`src/rtl/serial_fa_pkg.sv`:
```
// Shared types and defaults for the bit-serial full-adder controller.
package serial_fa_pkg;

    typedef enum logic [1:0] {
        IDLE,
        SHIFT,
        DONE
    } state_t;

    localparam int unsigned DEFAULT_WIDTH = 8;

endpackage

```
`src/rtl/serial_fa_ctrl_fa_cell.sv`:
```
// Purely combinational one-bit full adder, used as the serial adder's only arithmetic cell.
module fa_cell (
    input  logic a,
    input  logic b,
    input  logic ci,
    output logic s,
    output logic co
);

    assign s  = a ^ b ^ ci;
    assign co = (a & b) | ((a ^ b) & ci);

endmodule

```
`src/rtl/serial_fa_ctrl.sv`:
```
// Bit-serial adder controller: one fa_cell stepped LSB-first over WIDTH bits.
// Defining SERIAL_FA_SUB_EN adds a 'sub' input that turns the operation into A-B.
module serial_fa_ctrl
    import serial_fa_pkg::*;
#(
    parameter int unsigned WIDTH = DEFAULT_WIDTH
) (
    input  logic             clk,
    input  logic             rst,
    input  logic             start,
`ifdef SERIAL_FA_SUB_EN
    input  logic             sub,
`endif
    input  logic [WIDTH-1:0] A,
    input  logic [WIDTH-1:0] B,
    input  logic             Cin,
    output logic             busy,
    output logic             done,
    output logic [WIDTH-1:0] Sum,
    output logic             C_Out
);

    localparam int unsigned CNT_W = $clog2(WIDTH);
    localparam logic [CNT_W-1:0] CNT_LAST = CNT_W'(WIDTH - 1);

    state_t             state_q, state_d;
    logic [CNT_W-1:0]   cnt_q, cnt_d;
    logic [WIDTH-1:0]   a_q, a_d;
    logic [WIDTH-1:0]   b_q, b_d;
    logic [WIDTH-1:0]   s_q, s_d;
    logic               carry_q, carry_d;
    logic [WIDTH-1:0]   sum_q, sum_d;
    logic               cout_q, cout_d;

    logic               fa_s, fa_co;
    logic [WIDTH-1:0]   s_shift;
    logic [WIDTH-1:0]   b_load;
    logic               c_load;

    fa_cell u_fa (
        .a  (a_q[0]),
        .b  (b_q[0]),
        .ci (carry_q),
        .s  (fa_s),
        .co (fa_co)
    );

    // New sum bit enters at the MSB; after WIDTH steps the LSB has reached bit 0.
    assign s_shift = {fa_s, {(WIDTH-1){1'b0}}} | (s_q >> 1);

`ifdef SERIAL_FA_SUB_EN
    assign b_load = sub ? ~B : B;
    assign c_load = sub ? 1'b1 : Cin;
`else
    assign b_load = B;
    assign c_load = Cin;
`endif

    always_comb begin
        state_d = state_q;
        cnt_d   = cnt_q;
        a_d     = a_q;
        b_d     = b_q;
        s_d     = s_q;
        carry_d = carry_q;
        sum_d   = sum_q;
        cout_d  = cout_q;
        unique case (state_q)
            IDLE, DONE: begin
                if (start) begin
                    a_d     = A;
                    b_d     = b_load;
                    carry_d = c_load;
                    cnt_d   = '0;
                    s_d     = '0;
                    state_d = SHIFT;
                end else begin
                    state_d = IDLE;
                end
            end
            SHIFT: begin
                s_d     = s_shift;
                a_d     = a_q >> 1;
                b_d     = b_q >> 1;
                carry_d = fa_co;
                if (cnt_q == CNT_LAST) begin
                    sum_d   = s_shift;
                    cout_d  = fa_co;
                    state_d = DONE;
                end else begin
                    cnt_d = cnt_q + CNT_W'(1);
                end
            end
            default: state_d = IDLE;
        endcase
    end

    always_ff @(posedge clk or posedge rst) begin
        if (rst) begin
            state_q <= IDLE;
            cnt_q   <= '0;
            a_q     <= '0;
            b_q     <= '0;
            s_q     <= '0;
            carry_q <= 1'b0;
            sum_q   <= '0;
            cout_q  <= 1'b0;
        end else begin
            state_q <= state_d;
            cnt_q   <= cnt_d;
            a_q     <= a_d;
            b_q     <= b_d;
            s_q     <= s_d;
            carry_q <= carry_d;
            sum_q   <= sum_d;
            cout_q  <= cout_d;
        end
    end

    assign busy  = (state_q == SHIFT);
    assign done  = (state_q == DONE);
    assign Sum   = sum_q;
    assign C_Out = cout_q;

endmodule
```
`config.mk`:
```
export PLATFORM = sky130hd
export DESIGN_NAME = serial_fa_ctrl
export DESIGN_NICKNAME = d
export VERILOG_FILES = /design/src/rtl/serial_fa_pkg.sv /design/src/rtl/serial_fa_ctrl_fa_cell.sv /design/src/rtl/serial_fa_ctrl.sv
export SDC_FILE = /design/constraint.sdc
export NUM_CORES = 1
export LEC_CHECK = 0
export ABC_AREA = 1
export CAP_MARGIN = 10
export CORE_MARGIN = 2
export CORE_UTILIZATION = 40
export CTS_CLUSTER_SIZE = 14
export DETAILED_ROUTE_END_ITERATION = 7
export RECOVER_POWER = 25
export SYNTH_ARGS = -nofsm -noshare
export SYNTH_HDL_FRONTEND = slang
export SYNTH_SLANG_ARGS = --single-unit
```
`constraint.sdc`:
```
create_clock -name clk -period 1.6 [get_ports clk]
set_input_delay 0.32 -clock clk [delete_from_list [all_inputs] [get_ports clk]]
set_output_delay 0.32 -clock clk [all_outputs]
set_load 0.03 [all_outputs]
```
-- After elaboration in Yosys (flattened, before gate mapping)
Index checks and enable logic that the tools add are counted.
- input port bits: 20
- output and inout port bits: 11
- word-level logic and storage cells: 41
- register bits after elaboration: 39
- add/sub/neg operators: 1
- reduce and logical (&&, ||, !) cells: 6
- bitwise logic cells: 6
- eq/ne operators: 6
- multiplexer cells: 14
- operators by type and width (kind ; count):
    one-hot mux 8 bit (2 select lines) ; 3
    two-way mux 8 bit ; 3
    OR 8 x 7 -> 8 bit ; 1
    two-way mux 3 bit ; 2
    one-hot mux 3 bit (2 select lines) ; 1
    != test 2 bit (second input constant) ; 2
    one-hot mux 2 bit (2 select lines) ; 1
    AND reduction 2 bit ; 2
    adder 3 x 1 -> 3 bit (second input constant) ; 1
    equality test 3 bit (second input constant) ; 1
    AND reduction 3 bit ; 1
    bitwise AND 1 bit ; 2
    equality test 2 x 1 -> 1 bit (second input constant) ; 1
    equality test 2 bit (second input constant) ; 1
    logical NOT 2 bit ; 1
    two-way mux 1 bit ; 2
    two-way mux 2 bit ; 1
    != test 2 x 1 -> 1 bit (second input constant) ; 1
    one-hot mux 1 bit (2 select lines) ; 1
    nonzero test 2 bit ; 1
    OR reduction 2 bit ; 1
    XOR 1 bit ; 2
    OR 1 bit ; 1

-- Depth between registers and ports, before layout
- depth in word-level cells: 4
- mapped depth: 8
- mapped depth without buffers: 6

-- Cells and area by module
From an unflattened synthesis, not the netlist that was laid out.
- cell total of the unflattened synthesis: 223
- area total of the unflattened synthesis: 1831.8 um^2
- by module, submodules not included (module ; seq. area each (um^2) ; area each (um^2) ; cells each ; instances):
    serial_fa_ctrl ; 950.9 ; 1811.7 ; 222 ; 1
    fa_cell ; 0.0 ; 20.0 ; 1 ; 1

-- Least setup slack after synthesis
OpenSTA, ideal clock, no wires.
- path type: flip-flop to output port
- start: register state_q[1]
- end: output done
- arrival time: 1.150 ns
- buffers on the path: 1
- path slack: 0.130 ns
- required time: 1.280 ns
- stages on the path, launching flop included: 4
- path through: dfrtp_1 inv_4 buf_2 nor2_1
- longest elaborated chain between the ends: 1
- ends and longest elaborated chain (element ; RTL line ; RTL):
    start, declared ; serial_fa_ctrl.sv:26 ; state_t state_q, state_d;
    start signal, assigned ; serial_fa_ctrl.sv:109 ; state_q <= state_d;
    equality test 2 bit ; serial_fa_ctrl.sv:121 ; assign done = (state_q == DONE);
    end, declared ; serial_fa_ctrl.sv:18 ; output logic done,
Every way passes these cells.

-- Worst setup path in the final report
- start: register state_q[0]
- end: output busy
- longest elaborated chain between the ends: 1
- ends and longest elaborated chain (element ; RTL line ; RTL):
    equality test 2 x 1 -> 1 bit ; serial_fa_ctrl.sv:120 ; assign busy = (state_q == SHIFT);
    end, declared ; serial_fa_ctrl.sv:17 ; output logic busy,
Every way passes these cells.

==> reports/metrics.yaml <==
worst_setup_path:
  cp_cell_sequence: "buf_12 > inv_4 > nor2_8 > buf_6"
  crit_arrival_ps: 1220
  rr_worst_depth: 6
  cp-start-kind: "flip-flop"
  crit_fanout: 18
  worstSetupPathType: "flip-flop to output pin"
  cp_slowest_stage_delay_ps: 390
  cp.required_ps: 1280
  cp-end-kind: "output pin"
  cpMaxStageDelayCell: "dfrtp_1"
synthesis:
  yosysWarningCount: 0
  synth_fp_nets: 246
  synth_area_per_cell_um2: 8.270
  synthDistinctLibCells: 18
  syn_inst: 223
  seq_area_frac_synth_pct: 51.56
  syn_area_um2: 1844
  ys_seq_elements: 38
floorplanning:
  die_h_um: 71.90
  rows: 24
  initial_core_util_pct: 42.07
  design.die.area_um2: 5170
  core-area_um2: 4384
  die_w_um: 71.90
  ioPinCount: 31
route:
  top_layer: "met4"
  drc_errors: 0
  drtPass1Iterations: 4
  wl_mm: 3.441
  m1WireLength_mm: 1.671
  dr_total_vias: 1471
  met3_length_um: 159
  viasPerCell: 4.670
  wire_per_inst_um: 10.92
  routed-wl-met2_mm: 1.555
  drtIter0Drc: 98
  postRouteAntennaNets: 0
global_routing:
  antenna_found_initial: 0
  grt_max_degree: 39
  grt_pass1_vias: 1419
  grt_pass1_wl_mm: 6.334
  track_usage_pct: 15.81
  grt_remaining_overflow: 0
place:
  portBuffers: 30
  hpwl_mm: 2.377
  place_ws_ps: 100.2
  placed_cell_area_um2: 2208
  gp_congestion: 0.7726
  place_inst: 304
run_status:
  status: "finished, final reports clean"
sta:
  hold_viol: 0
  skew_ps: 4.321
  worstMarginPinSlew_ps: 935.2
  fin_crit_ps: 1539
  rsz0062_at_grt: "false"
  setup_viol: 0
  slew-limit-headroom_pct: 37.66
  setup_ws_ps: 61.49
  clock.fmax_mhz: 650.0
  maxSlewViolCount: 0
  setup_tns_ps: 0
  min_period_over_period_pct: 96.16
  whs_ps: 474.7
pwr:
  ir_drop_mv: 0.5875
  fin_total_pwr_mw: 4.573
  p_per_area_nw_per_um2: 1979
  p_leak_nw: 1.279
clock_tree:
  clk_latency_ps: 290
  clk_pin_slew_ps: 70
  cts_buffers: 5
  clockRootBuffer: "clkbuf_8"
  htreeDepth: 2
  clock-sinks: 38
  cts_tree: "yes"
  clock_path_buffers: 2
  hold_buffers: 0
final_layout:
  fin_area_um2: 2311
  diodes: 0
  stdcell_count: 315
  final_common_cell: "nand2_1"
  drive_gt1_share_pct: 9.886
  area_delta_synth_final_pct: 25.31
  final_cell_mix: "72 x nand2_1, 42 x inv_1, 38 x dfrtp_1, 33 x nand3_1, 18 x clkdlybuf4s50_1"
  nets: 285
  post-route-util_pct: 52.71
run:
  drv_cap: 0
worst_hold_path:
  hold_depth: 2
  hp-class: "flip-flop to flip-flop"
[layer usage]
metal	track usage, %	vias to the layer above
met4	6.499	0
li1	-	755
met5	0	-
met1	20.49	677
met3	4.167	6
met2	25.31	33
[layout make-up]
| cell class | count | area, µm² |
|---|---|---|
| Fill cell | 449 | 2073 |
| Sequential cell | 38 | 950.9 |
| Multi-Input combinational cell | 132 | 650.6 |
| Timing Repair Buffer | 40 | 374.1 |
| Inverter | 45 | 178.9 |
| Clock buffer | 7 | 86.33 |
| Tap cell | 52 | 65.06 |
| Clock inverter | 1 | 5.005 |
[kinds of logic (layout without fill, tap and decap cells)]
group,Yosys count,in the layout,synth area share [%]
AOI/OAI and AO/OA,17,17,4.613
adders and majority gates,3,3,2.442
buffers and inverters,53,93,13.16
DFF,38,38,51.56
and+or+nand+nor,112,112,28.22
[Yosys cell counts, drive strengths merged]
master  instances  area share [%]
clkbuf          1            0.20
nand2          76              18
nor2            2             1.3
dfrtp          38              52
clkinv          1            0.47
fa              1             1.1
nand3b          1            0.41
o21ai          17             4.6
ha              2             1.4
buf             7             3.3
nand3          33             9.0
inv            44             9.2
[power breakdown]
group / internal (mW) / switching (mW)
clock: 0.348 / 0.330
sequential: 1.42 / 0.234
combinational: 0.890 / 1.35
[worst max-delay path, delay by kind of cell (launching register included)]
family	cells	cell delay [ps]
and+or+nand+nor	1	140
DFF	1	390
buffers and inverters	3	390
[registers in the layout, summed over array words and instances (netlist names)]
signal and flops:
state_q 2, b_q 8, a_q 8, cnt_q 3
carry_q 1, C_Out 1, s_q 7, Sum 8
[worst paths after layout]
| path | startpoint | to | slack, ps |
|---|---|---|---|
| worst max-delay path | state_q[0] | busy | 60 |
| worst max register to register | cnt_q[0] | cnt_q[2] | 190 |
| min in group asynchronous | rst | Sum[7] | 760 |
| worst min-delay path | Sum[7] | Sum[7] | 470 |
| max in group asynchronous | rst | s_q[2] | 260 |
| worst min register to register | Sum[7] | Sum[7] | 470 |
[timing repair]
action | in CTS | in global routing
buffers inserted | 0 | 3
gates resized for setup | 14 | 0
hold endpoints to repair | 0 | 0
pin swaps | 0 | 1
setup endpoints to repair | 11 | 1
Power figures use the tool's default switching activity.
